===== src/rtl/pcs_tx_os_ctrl_p_if.sv =====
// GMII-side transmit controls and ordered-set selection outputs of the PCS TX controller.
interface pcs_tx_os_ctrl_p_if;
  logic       TX_EN;
  logic       TX_ER;
  logic [5:0] tx_o_set;
  logic       tx_even;
  logic       tx_busy;
  logic       frame_drop;

  modport master (
    output TX_EN,
    output TX_ER,
    input  tx_o_set,
    input  tx_even,
    input  tx_busy,
    input  frame_drop
  );

  modport slave (
    input  TX_EN,
    input  TX_ER,
    output tx_o_set,
    output tx_even,
    output tx_busy,
    output frame_drop
  );
endinterface


===== src/rtl/pcs_tx_os_ctrl_p.sv =====
// 1000BASE-X PCS transmit ordered-set controller: chooses /I/ /S/ /D/ /T/ /R/ /V/ per slot
// with even-slot alignment, error propagation, carrier extension and minimum-IPG enforcement.
module pcs_tx_os_ctrl_p #(
  parameter int unsigned MIN_IPG = 12,
  parameter bit          EXT_EN  = 1'b1
) (
  input logic                clk,
  input logic                mr_main_reset,
  pcs_tx_os_ctrl_p_if.slave  tx_if
);

  localparam int unsigned CntW = (MIN_IPG > 0) ? $clog2(MIN_IPG + 1) : 1;
  localparam logic [CntW-1:0] IpgMax = CntW'(MIN_IPG);

  typedef enum logic [2:0] {
    StIdle, StSop, StData, StErr, StEop, StEpd2, StExt, StEpd3
  } state_e;

  state_e          state_q, state_d;
  logic [CntW-1:0] ipg_cnt_q, ipg_cnt_d;
  logic            drop_q, drop_d;
  logic            fd_d;
  logic            even_q;
  logic [5:0]      o_set_q;
  logic            busy_q;
  logic            fd_q;
  logic            ipg_ok;

  function automatic logic [5:0] set_of(state_e s);
    logic [5:0] r;
    r = 6'b000001;
    case (s)
      StIdle:                  r = 6'b000001;
      StSop:                   r = 6'b000010;
      StData:                  r = 6'b000100;
      StEop:                   r = 6'b001000;
      StEpd2, StExt, StEpd3:   r = 6'b010000;
      StErr:                   r = 6'b100000;
      default:                 r = 6'b000001;
    endcase
    return r;
  endfunction

  assign ipg_ok = (ipg_cnt_q >= IpgMax);

  always_comb begin
    state_d = state_q;
    drop_d  = drop_q;
    fd_d    = 1'b0;
    case (state_q)
      StIdle: begin
        // A refused frame keeps us idle until TX_EN drops, even once the IPG is met.
        if (drop_q) begin
          if (!tx_if.TX_EN) drop_d = 1'b0;
        end else if (tx_if.TX_EN) begin
          if (!ipg_ok) begin
            fd_d   = 1'b1;
            drop_d = 1'b1;
          end else if (!even_q) begin
            state_d = StSop;
          end
        end
      end
      StSop, StData, StErr: begin
        if (!tx_if.TX_EN)     state_d = StEop;
        else if (tx_if.TX_ER) state_d = StErr;
        else                  state_d = StData;
      end
      StEop:  state_d = StEpd2;
      StEpd2: begin
        if (EXT_EN && !tx_if.TX_EN && tx_if.TX_ER) state_d = StExt;
        else if (even_q)                           state_d = StEpd3;
        else                                       state_d = StIdle;
      end
      StExt: begin
        if (tx_if.TX_ER && !tx_if.TX_EN) state_d = StExt;
        else if (even_q)                 state_d = StEpd3;
        else                             state_d = StIdle;
      end
      StEpd3:  state_d = StIdle;
      default: state_d = StIdle;
    endcase
  end

  always_comb begin
    ipg_cnt_d = ipg_cnt_q;
    if (state_d == StIdle && state_q != StIdle) begin
      ipg_cnt_d = '0;
    end else if (state_q == StIdle && ipg_cnt_q < IpgMax) begin
      ipg_cnt_d = ipg_cnt_q + CntW'(1);
    end
  end

  always_ff @(posedge clk or negedge mr_main_reset) begin
    if (!mr_main_reset) begin
      state_q   <= StIdle;
      ipg_cnt_q <= IpgMax;
      drop_q    <= 1'b0;
      even_q    <= 1'b1;
      o_set_q   <= 6'b000001;
      busy_q    <= 1'b0;
      fd_q      <= 1'b0;
    end else begin
      state_q   <= state_d;
      ipg_cnt_q <= ipg_cnt_d;
      drop_q    <= drop_d;
      even_q    <= ~even_q;
      o_set_q   <= set_of(state_d);
      busy_q    <= (state_d != StIdle);
      fd_q      <= fd_d;
    end
  end

  assign tx_if.tx_o_set   = o_set_q;
  assign tx_if.tx_even    = even_q;
  assign tx_if.tx_busy    = busy_q;
  assign tx_if.frame_drop = fd_q;

endmodule


===== src/flat_wrapper.sv =====
// flat-port wrapper written by rule: the top's interface ports become plain ports
module pcs_tx_os_ctrl_p_flat 
#(
  parameter int unsigned MIN_IPG = 12,
  parameter bit          EXT_EN  = 1'b1
)
  (clk, mr_main_reset, tx_if_TX_EN, tx_if_TX_ER, tx_if_tx_o_set, tx_if_tx_even, tx_if_tx_busy, tx_if_frame_drop);
  pcs_tx_os_ctrl_p_if tx_if_i ();
  input logic clk;
  input logic mr_main_reset;
  input wire logic [$bits(tx_if_i.TX_EN)-1:0] tx_if_TX_EN;
  input wire logic [$bits(tx_if_i.TX_ER)-1:0] tx_if_TX_ER;
  output wire logic [$bits(tx_if_i.tx_o_set)-1:0] tx_if_tx_o_set;
  output wire logic [$bits(tx_if_i.tx_even)-1:0] tx_if_tx_even;
  output wire logic [$bits(tx_if_i.tx_busy)-1:0] tx_if_tx_busy;
  output wire logic [$bits(tx_if_i.frame_drop)-1:0] tx_if_frame_drop;
  assign tx_if_i.TX_EN = tx_if_TX_EN;
  assign tx_if_i.TX_ER = tx_if_TX_ER;
  assign tx_if_tx_o_set = tx_if_i.tx_o_set;
  assign tx_if_tx_even = tx_if_i.tx_even;
  assign tx_if_tx_busy = tx_if_i.tx_busy;
  assign tx_if_frame_drop = tx_if_i.frame_drop;
  pcs_tx_os_ctrl_p #(.MIN_IPG(MIN_IPG), .EXT_EN(EXT_EN)) u_core (.clk(clk), .mr_main_reset(mr_main_reset), .tx_if(tx_if_i));
endmodule

===== config.mk =====
export PLATFORM = sky130hd
export DESIGN_NAME = pcs_tx_os_ctrl_p_flat
export DESIGN_NICKNAME = d
export VERILOG_FILES = /design/src/rtl/pcs_tx_os_ctrl_p_if.sv /design/src/rtl/pcs_tx_os_ctrl_p.sv /design/src/flat_wrapper.sv
export SDC_FILE = /design/constraint.sdc
export NUM_CORES = 1
export LEC_CHECK = 0
export BUFFER_PORTS_ARGS = -buffer_cell sky130_fd_sc_hd__buf_2
export CAP_MARGIN = 30
export CORE_MARGIN = 2
export CORE_UTILIZATION = 47
export DETAILED_ROUTE_END_ITERATION = 8
export PLACE_DENSITY = 0.71
export SLEW_MARGIN = 15
export SYNTH_ARGS = -nofsm -noshare
export SYNTH_HDL_FRONTEND = slang
export SYNTH_SLANG_ARGS = --single-unit
export TNS_END_PERCENT = 10

===== constraint.sdc =====
create_clock -name clk -period 1.7 [get_ports clk]
set_clock_uncertainty 0.2 [all_clocks]
set_input_delay 0.17 -clock clk [delete_from_list [all_inputs] [get_ports clk]]
set_output_delay 0.17 -clock clk [all_outputs]
set_load 0.1 [all_outputs]

Yosys cells after proc, flatten, opt, wreduce, memory -nomap -nowiden
Memories as Yosys holds them, arrays and structs flattened. A register that Yosys moved wholly into a read port is not among the register bits.
Cells that the tools add are included.
Widths: inputs -> output; s select.
{ "totals": {"regBits": 11, "rom_bits": 48, "output_inout_bits": 9, "mem_count": 1, "elab_cells": 47, "inputBits": 4} }
{ "mem_list": {"columns": ["name", "depth", "width", "rd", "rd_ports_with_merged_regs", "wr", "line_no", "rtl"], "rows": [
  ["(name not given)", 8, 6, 1, 1, 0, "pcs_tx_os_ctrl_p.sv:32", "case (s)"]
]} }
{ "classes": {"order_cmp": 2, "eq_ne": 7, "add_sub_neg": 1, "n_bitwise": 1, "n_mux": 17, "reduce_logical": 12} }
{ "ops": {"columns": ["cell", "count"], "rows": [
  ["$mux 3", 7],
  ["$pmux 3 s5", 1],
  ["$eq 3x3->1 const B", 4],
  ["$mux 4", 2],
  ["$mux 1", 7],
  ["$eq 3x2->1 const B", 2],
  ["$logic_not 3->1", 2],
  ["$reduce_bool 3->1", 2],
  ["$add 4x1->4 const B", 1],
  ["$ge 4x4->1 const B", 1],
  ["$lt 4x4->1 const B", 1],
  ["$eq 3x1->1 const B", 1],
  ["$logic_and 1x1->1", 3],
  ["$reduce_or 3->1", 1],
  ["$logic_not 1->1", 2],
  ["$reduce_bool 2->1", 1],
  ["$reduce_or 2->1", 1],
  ["$not 1->1", 1]
]} }

Depth between registers and ports, before layout
Gate-level depths: netlist (run 1).
{ "depth": {"ltp_word": 8, "ltp_mapped": 6, "mapped_depth_nobuf": 5} }

Worst setup path after synthesis (run 1)
OpenSTA, ideal clock, no wires.
{ "synth_timing": {"kind": "reg-to-reg", "from": "register u_core.even_q (netlist: u_core.tx_if.tx_even)", "to": "register u_core.o_set_q[4] (netlist: u_core.tx_if.tx_o_set[4])", "required_ns": 1.422, "path_buffers": 1, "stages_incl_launch_ff": 6, "synth_period_minus_slack_ns": 2.041, "setup_slack_ns": -0.341, "arrival_ns": 1.764, "setup_ns": 0.078, "cell_sequence": "dfstp_2 > buf_2 > o21a_1 > nor2_1 > or3b_1 > a21oi_1"} }
{ "synth_between": {"elab_chain_len": 5, "word_cells_on_any_way": 7, "classes_between": "mux (7)"} }
{ "synth_lines": {"columns": ["element", "line_no", "rtl"], "rows": [
  ["start, declared", "pcs_tx_os_ctrl_p.sv:23", "logic even_q;"],
  ["start signal, assigned", "pcs_tx_os_ctrl_p.sv:107", "even_q <= ~even_q;"],
  ["$mux 3", "pcs_tx_os_ctrl_p.sv:59", "end else if (!even_q) begin"],
  ["$mux 3", "pcs_tx_os_ctrl_p.sv:56", "if (!ipg_ok) begin"],
  ["$mux 3", "pcs_tx_os_ctrl_p.sv:55", "end else if (tx_if.TX_EN) begin"],
  ["$mux 3", "pcs_tx_os_ctrl_p.sv:53", "if (drop_q) begin"],
  ["$pmux 3 s5 *", "pcs_tx_os_ctrl_p.sv:50", "case (state_q)"],
  ["end, declared", "pcs_tx_os_ctrl_p.sv:24", "logic [5:0] o_set_q;"]
]} }
Mark *: on every way between the ends. The rest lies on a longest branch, timed or not.
A chain may end at the register's enable or synchronous reset.

Worst setup path after layout (run 1)
{ "layout_timing": {"from": "register u_core.state_q[2]", "to": "register u_core.ipg_cnt_q[1]"} }
{ "layout_between": {"elab_chain_len": 8, "word_cells_on_any_way": 21, "classes_between": "eq/ne (7); mux (6); reduce/logical (8)"} }
{ "layout_lines": {"columns": ["element", "line_no", "rtl"], "rows": [
  ["start, declared", "pcs_tx_os_ctrl_p.sv:19", "state_e state_q, state_d;"],
  ["start signal, assigned", "pcs_tx_os_ctrl_p.sv:96", "state_q <= StIdle;"],
  ["start signal, assigned", "pcs_tx_os_ctrl_p.sv:104", "state_q <= state_d;"],
  ["$mux 3", "pcs_tx_os_ctrl_p.sv:59", null],
  ["$mux 3", "pcs_tx_os_ctrl_p.sv:56", null],
  ["$mux 3", "pcs_tx_os_ctrl_p.sv:55", null],
  ["$mux 3", "pcs_tx_os_ctrl_p.sv:53", null],
  ["$pmux 3 s5", "pcs_tx_os_ctrl_p.sv:50", null],
  ["$logic_not 3->1", "pcs_tx_os_ctrl_p.sv:87", "if (state_d == StIdle && state_q != StIdle) begin"],
  ["$logic_and 1x1->1", "pcs_tx_os_ctrl_p.sv:87", null],
  ["$mux 4 or $reduce_bool 2->1 (tied branches)", null, null],
  ["end signal, assigned", "pcs_tx_os_ctrl_p.sv:97", "ipg_cnt_q <= IpgMax;"],
  ["end signal, assigned", "pcs_tx_os_ctrl_p.sv:105", "ipg_cnt_q <= ipg_cnt_d;"],
  ["end, declared", "pcs_tx_os_ctrl_p.sv:20", "logic [CntW-1:0] ipg_cnt_q, ipg_cnt_d;"]
]} }
Parallel ways exist; a longest one is shown, timed or not.

==> metrics, run 1 <==
status=complete, no violations; global-route wire length before repair=2070 um; Core ar.=around 0.0015 mm^2; multi-input logic area=335 um^2; CP Class=reg2reg; worst r2r src=u_core.state_q[2]; RePlAce Congestion=0.747; Final Instance Area=~970 um^2; antenna cells=0; cell row count=14; post-DP HPWL=about 860 um; Worst setup SP type=register; DR WL/cell=12.6 um; Chip Width=45.1 um; Yosys reg bits=17; Fillers=131; die area=just over 0.002 mm^2; crit end category=register; Pwr Total=approximately 0.0019 W; largest net degree at the start of global routing=18; Placed Area=873 um^2; antenna-violating nets left=0; drt total wl=1330 um; Num CTS Buffers=3; CTS H-Tree Depth=1; Mean Syn Cell Area=11.5 um^2; Synthesized Nets=74; Reg area=435 um^2; reg2reg end=u_core.ipg_cnt_q[1]; Mapped Area=796 um^2; layout cells sized above 1=40.4%; Worst-Skew Late Latency=300 ps; Slew @ Worst Pin=about 490 ps; Initial Utilization=51.6%; RSZ-0062 raised after global routing=true; final setup TNS=0 ps; final period utilization=97.7%; Worst Reg-to-Reg Cells=4; Final Hold Vio Count=0; sequential fraction of the synthesis area=54.1%; Finished Core Util=a little over three fifths; Max IR drop VDD=0.000885 V; Critical Path Fanout Max=13; IO Port Bufs=12; Max clock buf depth=2; Total Nets Final=95; flop-to-flop setup slack=40 ps; Detailed Routing Iterations Pass 1=3; GRT Resource Usage Total=14.5%; Synth Warn #=0; Final setup viols=0; Yosys cell types=32; worst relative slew slack=67.9%; Sink Count=17; I/O pin cnt=13; WP data required=approximately 1700 ps; P_leak=0.445 nW; min-delay worst type=in2async; Final Slew Violations=0; dpl cells=94; DRT iter0 DRCs=3; fmax=602 MHz; DRC=0; Cell Pwr Density=about 2000 mW/mm^2; Max-Cap Viols=0; Root Buffer=clkbuf_4; Area Overhead vs Synth=21.7%; post-route insts no fill=105; Cells after Synth=69; via count=about 560; vias in the first global route=468; Period minus WS final=1660 ps; total gr overflow=0; initial antenna violation count=0; Die H=45.1 um; vias per cell=5.34; CTS tree=done; clk slew on worst S/H paths=100 ps; WP data arrival=1650 ps
-- state kept, by name, indices dropped and copies added (netlist names) --
| register | count |
|---|---|
| u_core.ipg_cnt_q | 4 |
| u_core.tx_if.tx_even | 1 |
| u_core.tx_if.tx_busy | 1 |
| u_core.drop_q | 1 |
| u_core.state_q | 3 |
| u_core.tx_if.tx_o_set | 6 |
| u_core.tx_if.frame_drop | 1 |
-- synthesized netlist by cell type, drive strengths merged --
library cell	instances	area share, %
mux2i	1	1.3
a21oi	1	0.63
and2	1	1.1
clkinv	1	0.47
dfrtp	13	41
ha	1	1.6
xnor2	1	1.1
xor2	1	1.1
inv	4	1.9
dfstp	4	13
buf	3	2.7
nand3	2	1.3
or3	1	1.4
a211o	1	1.1
nor3	6	5.0
o32ai	1	3.5
a41oi	1	1.1
o21bai	1	0.94
nor2	7	3.6
a2111oi	1	3.5
nor4	2	1.6
nor2b	3	2.4
o21ai	1	0.63
o21a	2	1.9
or3b	1	1.1
o22a	1	1.3
nand2	5	2.4
nand2b	2	1.6
-- cells by family (layout without fill, tap and decap cells) --
kind of cell               after synthesis  count (layout)  share of synthesized area, %
muxes                                    1               1                          1.26
AOI/OAI and AO/OA                       10              10                          14.5
xor gates and xnor gates                 2               2                          2.20
adders and majority gates                1               1                          1.57
and+or+nand+nor                         30              30                          21.4
buffers and inverters                    8              28                          5.03
DFF                                     17              17                          54.1
-- worst max-delay path by stage --
stage	start	end	slack, ps	cells past startpoint
after floorplan	u_core.tx_if.tx_even	u_core.tx_if.tx_o_set[4]	-160	5
after global placement	u_core.tx_if.tx_even	u_core.tx_if.tx_o_set[4]	80	4
after detailed placement	u_core.tx_if.tx_even	u_core.tx_if.tx_o_set[4]	30	4
after CTS	u_core.state_q[2]	u_core.tx_if.tx_o_set[4]	1	4
after global routing	u_core.state_q[2]	u_core.ipg_cnt_q[1]	-20	4
final	u_core.state_q[2]	u_core.ipg_cnt_q[1]	40	4
-- placed cells by master, fill, tap and decap left out, types with 2 or more instances in the layout --
| cell | netlist | routed |
|---|---|---|
| nor2_1 | 6 | 6 |
| nor3_1 | 4 | 4 |
| nor3_2 | 2 | 2 |
| nand2b_1 | 2 | 2 |
| inv_1 | 3 | 3 |
| nand2_1 | 5 | 5 |
| buf_2 | 2 | 11 |
| dlygate4sd3_1 | 0 | 3 |
| nor4_1 | 2 | 2 |
| o21a_1 | 2 | 2 |
| dfrtp_1 | 13 | 12 |
| nor2b_1 | 3 | 2 |
| dfstp_2 | 4 | 3 |
| clkbuf_4 | 0 | 3 |
| buf_4 | 0 | 3 |
-- worst max-delay path, cell delays in order (launching register included) --
cell,delay [ps]
dfrtp_2,510
a2111oi_4,420
buf_4,190
mux2i_1,170
nor2_1,60
-- cell type report --
cell class,count,area share [%]
well taps,16,2.07
inverters,5,1.94
multi-input cells,44,34.6
repair buffers,19,13.7
clock buffers,4,2.71
flip-flops and latches,17,45.0
-- stage by stage --
step,setup WS [ps],hold WS (ps)
after floorplan,-164,-326
after global placement,79.9,-95.1
after detailed placement,32.0,-90.6
after CTS,0.991,121
after global routing,-24.2,151
final,38.8,111
-- per-layer routing --
layer | up-vias | track usage, % | share of wire [%]
li1 | 275 | - | -
met1 | 268 | 19.8 | 46
met2 | 13 | 20.6 | 47
met3 | 5 | 2.40 | 4.5
met4 | 0 | 10.6 | 2.9
met5 | - | 0 | 0
-- report_power, final --
| part | internal, W | total, W | switching (W) | leakage [nW] |
|---|---|---|---|---|
| logic | 0.000347 | 0.00102 | 0.000673 | 0.224 |
| clock network | 0.0000915 | 0.000220 | 0.000128 | 0.0150 |
| registers | 0.000544 | 0.000670 | 0.000126 | 0.206 |
-- timing repair --
action,4_1_cts,5_1_grt
endpoints found under the setup margin,0,4
resized for setup,0,4
hold endpoints to repair,20,0
setup buffers,0,4
hold buffers,3,0
Power figures use the tool's default switching activity.
==> inputs of run 2 (changes only) <==
- ABC_AREA: default -> 1
- CORE_UTILIZATION: 47 -> 46
- PLACE_DENSITY: 0.71 -> 0.7
==> run 2 against run 1 <==
Against the previous run:
- utilization shrank 3.7 points
- worst setup slack gained 62 ps
- count of clock-buffer cells in the layout unchanged
- cell area decreased by 8.0%
==> metrics, run 2 <==
commonest non-fill, non-tap cell in the layout=dfrtp_1; Max IR drop VDD=0.000813 V (-8.1%); status=complete, no violations; Final Slew Violations=0 (unchanged); Sink Count=17 (unchanged); global-route wire length before repair=2240 um (+8.0%); Critical Path Fanout Max=6 (-7); worst relative slew slack=66.7% (-1.1 points); sequential share of power=34.5% (-0.6 points); Final Hold Vio Count=0 (unchanged); fmax=625 MHz (+3.9%); Synth top area share=44.2% (+3.3 points); Sw Pwr=0.000963 W (+3.8%); Resized cells post-CTS=0 (unchanged); vias per cell=5.00 (-6.4%); Root Buffer=clkbuf_4; Post-synth EDFFs=0 (unchanged); CP Class=in2reg; die area=0.00194 mm^2 (-5.1%); RSZ-0062 raised after global routing=false; antenna-violating nets left=0 (unchanged); Period minus WS final=1600 ps (-62.1 ps); Reg area=434 um^2 (-0.29%); I/O pin cnt=13 (unchanged); total gr overflow=0 (unchanged); DR WL/cell=11.7 um (-7.3%); Chip Width=44.0 um (-2.6%); RePlAce Congestion=0.760 (+1.8%); CTS H-Tree Depth=1 (unchanged); final period utilization=94.1% (-3.7 points); Final setup viols=0 (unchanged); Synth Warn #=0 (unchanged); Post-synth top flop=dfrtp_1; cell row count=14 (unchanged); GRT Resource Usage Total=16.5% (+2.0 points); Synthesized Nets=79 (+6.8%); Cells after Synth=74 (+7.2%); DRT iter0 DRCs=14 (+11); antenna cells=0 (unchanged); Core ar.=0.00151 mm^2 (-2.3%); Yosys cell types=21 (-34%); Area Overhead vs Synth=21.1%; clock power share=11.4% (about the same); largest net degree at the start of global routing=18 (unchanged); number of setup buffers added after CTS=0 (unchanged); Max clock buf depth=2 (unchanged); IO Port Bufs=12 (unchanged); WP data arrival=1570 ps (-80 ps); final setup TNS=0 ps (unchanged); min-delay worst type=in2async; post-DP HPWL=886 um (+2.6%); drt total wl=1280 um (-3.8%); Slew @ Worst Pin=502 ps (+17.1 ps); synth cell count leaders=13 x dfrtp_1, 12 x inv_1, 12 x nand2_1; vias in the first global route=538 (+15%); switch share=52.4% (+3.9 points); layout cells sized above 1=30.1% (-10 points); multiplexer share of the synthesized area=0% (-1.3 points); Detailed Routing Iterations Pass 1=4 (+1); Combinational Power Share=54.1% (+0.7 points); most common cell in the netlist=dfrtp_1; Pint=0.000874 W (-11%); CP Launch Point=tx_if_TX_EN; largest family of logic cells by synthesized area=simple AND/OR/NAND/NOR gates; Compound-Gate Fraction of Synth Area=10.4% (-4.1 points); Yosys reg bits=17 (unchanged); cell taking the most area after synthesis=dfrtp_1; Area contributors post-synth=dfrtp_1 44%, dfstp_2 14%, inv_1 6.1%; crit end category=register; worst r2r src=u_core.tx_if.tx_even; Worst Hold Margin=134 ps (+23.0 ps); Synth async-reset ratio=100% (unchanged); Mapped Area=736 um^2 (-7.5%); Num CTS Buffers=3 (unchanged); Initial Utilization=48.8% (-2.8 points); via count=545 (-2.9%); Worst setup SP type=input port; Total Nets Final=99 (+4.2%); Synth Area in Simple Gates=20.4% (-0.98 points); Adder-Cell Fraction of Synth Area=1.70% (+0.13 points); sequential fraction of the synthesis area=58.5% (+4.4 points); commonest cells after routing, fill and taps aside=13 x dfrtp_1, 12 x inv_1, 12 x nand2_1, 11 x buf_2, 7 x a21oi_1; multi-input logic area=256 um^2 (-24%); clk slew on worst S/H paths=100 ps (about the same); P_leak=0.475 nW (+6.7%); DRC=0 (unchanged); Placed Area=835 um^2 (-4.4%); Mean Syn Cell Area=9.94 um^2 (-14%); Final Instance Area=891 um^2 (-8.0%); WP data required=1670 ps (-20 ps); CTS tree=done; initial antenna violation count=0 (unchanged); Fillers=135 (+3.1%); Max-Cap Viols=0 (unchanged); Worst-Skew Late Latency=280 ps (-20 ps); Cell Pwr Density=2060 mW/mm^2 (+4.5%); Synth Area in XOR/XNOR=2.38% (+0.18 points); Die H=44.0 um (-2.6%); Largest register FFs=6 (unchanged)
run 2: changes by cell type after synthesis, sizes merged, moves of 3 or more:
cell and change:
a21oi +7, nor2b -3, nor3 -4, nand2 +11
inv +9, buf -3
run 2: final cells by class:
type,instances,share of cell area (%)
multi-input combinational,44,28.8
clock buffer,4,2.95
inverter,13,5.48
timing repair buffer,15,11.8
sequential,17,48.7
tap,16,2.25
run 2: worst paths after layout:
path	to	slack, ps	cells after the start
min in group clk	u_core.tx_if.frame_drop	290	1
setup / recovery	u_core.ipg_cnt_q[1]	100	11
setup reg to reg	u_core.ipg_cnt_q[1]	160	8
hold reg to reg	u_core.tx_if.frame_drop	290	1
hold / removal	u_core.drop_q	130	2
max in group asynchronous	u_core.tx_if.tx_o_set[0]	850	2
run 2: logic make-up (layout without fill, tap and decap cells):
| logic type | Yosys count | count (layout) |
|---|---|---|
| buffers and inverters | 13 | 32 |
| flip-flops | 17 | 17 |
| XOR/XNOR | 2 | 2 |
| adder cells (fa/ha/maj) | 1 | 1 |
| AND/OR/NAND/NOR | 29 | 29 |
| AO/OA/AOI/OAI | 12 | 12 |
run 2: timing repair:
action	in CTS	in global routing
hold buffers	3	0
endpoints found under the hold margin	21	0
endpoints found under the setup margin	0	2
run 2: routing by layer:
metal	wire length, um	track usage (%)	vias to the layer above
li1	-	-	271
met5	0	0	-
met1	598	19.0	255
met3	69	3.75	2
met2	583	26.2	17
met4	25	12.7	0
run 2: stage by stage:
step | worst slack, ps | utilization, % | power [W] | std cells
2_1_floorplan | 49.1 | - | 0.00147 | 74
3_3_place_gp | 183 | 55.4 | 0.00162 | 102
3_5_place_dp | 174 | 55.4 | 0.00163 | 102
4_1_cts | 81.3 | 59.1 | 0.00185 | 109
5_1_grt | 13.7 | 59.1 | 0.00197 | 109
6_report | 101 | 59.1 | 0.00184 | 109
run 2: critical path, stage by stage:
cell and delay, ps:
dlygate4sd3_1 520, buf_2 160, inv_2 80, nand2_2 50, nand2_1 40, nand2_1 80
nand2_1 70, nand2_1 90, nand2_2 70, nor2_4 140, a21oi_1 90
run 2: power groups by stage:
| stage | combinational, W | clock, W | sequential (W) |
|---|---|---|---|
| 2_1_floorplan | 0.000491 | 0 | 0.000977 |
| 5_1_grt | 0.00109 | 0.000231 | 0.000653 |
| 3_5_place_dp | 0.000988 | 0 | 0.000640 |
| 4_1_cts | 0.000998 | 0.000216 | 0.000632 |
| 6_report | 0.000994 | 0.000210 | 0.000634 |
| 3_3_place_gp | 0.000978 | 0 | 0.000638 |
==> inputs of run 3 (changes only) <==
- CORE_UTILIZATION: 46 -> 51
- PLACE_DENSITY: 0.7 -> 0.74
- clock period: 1.7 -> 1.8 ns (I/O delays scaled with it)
==> run 3 against run 2 <==
Against the previous run:
- register-to-register slack better by 80 ps
- routed wire length down 0.39%
- count of clock-buffer cells in the layout down 1
==> metrics, run 3 (synthesis gave the netlist of run 2 again) <==
commonest non-fill, non-tap cell in the layout=dfrtp_1; cell row count=13 (-1); cell family with most CP delay=flip-flops; Root Buffer=clkbuf_4; post-route insts no fill=108 (-0.92%); RePlAce Congestion=0.766 (+0.71%); fmax=606 MHz; Final Hold Vio Count=0 (unchanged); Slowest cell on crit path=dfstp_2; Worst Reg-to-Reg Cells=8 (unchanged); Max-Cap Viols=0 (unchanged); crit-path cells=buf_2; WP data required=1420 ps (-250 ps); min-delay worst type=in2async; met2 usage=27.5% (+1.3 points); number of setup buffers added after CTS=0 (unchanged); vias in the first global route=520 (-3.3%); Final setup viols=0 (unchanged); RSZ-0062 raised after global routing=false; die area=0.00176 mm^2 (-8.9%); layout cells sized above 1=31.2% (+1.1 points); flop-to-flop setup slack=240 ps (+80 ps); worst r2r src=u_core.state_q[2]; Max clock buf depth=2 (unchanged); DRT iter0 DRCs=1 (-13); commonest cells after routing, fill and taps aside=13 x dfrtp_1, 12 x inv_1, 12 x nand2_1, 12 x buf_2, 7 x a21oi_1; dpl cells=101 (-0.98%); Die H=42.0 um (-4.6%); Area Overhead vs Synth=18.5%; Total Nets Final=99 (unchanged); CTS H-Tree Depth=1 (unchanged); vias per cell=4.98 (-0.37%); CP Launch Point=u_core.tx_if.tx_even; I/O pin cnt=13 (unchanged); Num CTS Buffers=3 (unchanged); DR WL/cell=11.8 um (+0.53%); CP Class=reg2out; antenna-violating nets left=0 (unchanged); Initial Utilization=55.8% (+7.0 points); Worst-Skew Late Latency=290 ps (about the same); IO Port Bufs=12 (unchanged); final setup TNS=0 ps (unchanged); largest net degree at the start of global routing=18 (unchanged); clk slew on worst S/H paths=100 ps (about the same); Buf/Inv on CP=1 (-2); CTS tree=done; Core ar.=0.00132 mm^2 (-13%); initial antenna violation count=0 (unchanged); Largest register FFs=6 (unchanged); layer with the highest usage=met2; antenna cells=0 (unchanged); via count=538 (-1.3%); Sink Count=17 (unchanged); crit end category=output port; Final Slew Violations=0 (unchanged); Period minus WS final=1650 ps; M3 GR Usage=2.59% (-1.2 points); Slew @ Worst Pin=490 ps (-12.6 ps); Worst setup SP type=register; met1 Use GR=20.6% (+1.6 points); Detailed Routing Iterations Pass 1=4 (unchanged); Critical Path Fanout Max=3 (-3); total gr overflow=0 (unchanged); drt total wl=1270 um (-0.39%); final period utilization=91.6%; GRT Resource Usage Total=16.7% (+0.20 points); Max stage delay on crit path=560 ps (+40 ps); worst relative slew slack=67.6% (+0.83 points); Crit. path cell count=1 (-10); status=complete, no violations; WP data arrival=1270 ps (-300 ps); Chip Width=42.0 um (-4.6%); global-route wire length before repair=2170 um (-2.8%); DRC=0 (unchanged); post-DP HPWL=887 um (+0.12%)
run 3: per-layer routing:
metal  vias to the layer above  routed length, um  share of wire [%]
met5                         -                  0                  0
met4                         0                 20                1.6
met3                         4                 50                3.9
met2                        13                630                 50
met1                       250                570                 45
li1                        271                  -                  -
run 3: final cells by class:
cell class	instances	area (um^2)
clock buffer	3	22.5
clock inverter	1	5.00
fill	104	445
inverter	13	48.8
multi-input combinational	44	256
sequential	17	430
tap	15	18.8
timing repair buffer	15	90.1
run 3: final timing paths:
check	to
max reg2reg	u_core.ipg_cnt_q[0]
max in group asynchronous	u_core.tx_if.tx_even
max	tx_if_tx_even
min	u_core.tx_if.tx_busy
min reg2reg	u_core.tx_if.frame_drop
min in group clk	u_core.tx_if.frame_drop
run 3: per-stage QoR:
| stage | instance area [um^2] | utilization, % | hold WS [ps] | worst slack [ps] |
|---|---|---|---|---|
| after CTS | 872 | 66.2 | 135 | 142 |
| after floorplan | 736 | - | -316 | 35.9 |
| after global placement | 815 | 61.8 | -89.8 | 287 |
| final | 872 | 66.2 | 115 | 151 |
| after global routing | 872 | 66.2 | 159 | 72.6 |
| after detailed placement | 815 | 61.8 | -82.3 | 262 |
run 3: worst reg2reg max path, cell delays in order (launching register included):
cell     delay [ps]
dfrtp_1         370
inv_1           180
a21oi_1         100
nand2_1          90
nand2_1          70
nand2_1         100
nand2_2          70
nor2_4          180
a21oi_1          90
run 3: what timing repair did:
action                                  CTS  global route
hold buffers                              3             0
endpoints found under the hold margin    22             0
resized for setup                         0             0
endpoints found under the setup margin    0             0
Power of run 3 is not shown: default switching activity piles up to over one toggle a cycle in this logic, so the estimate is an artifact.
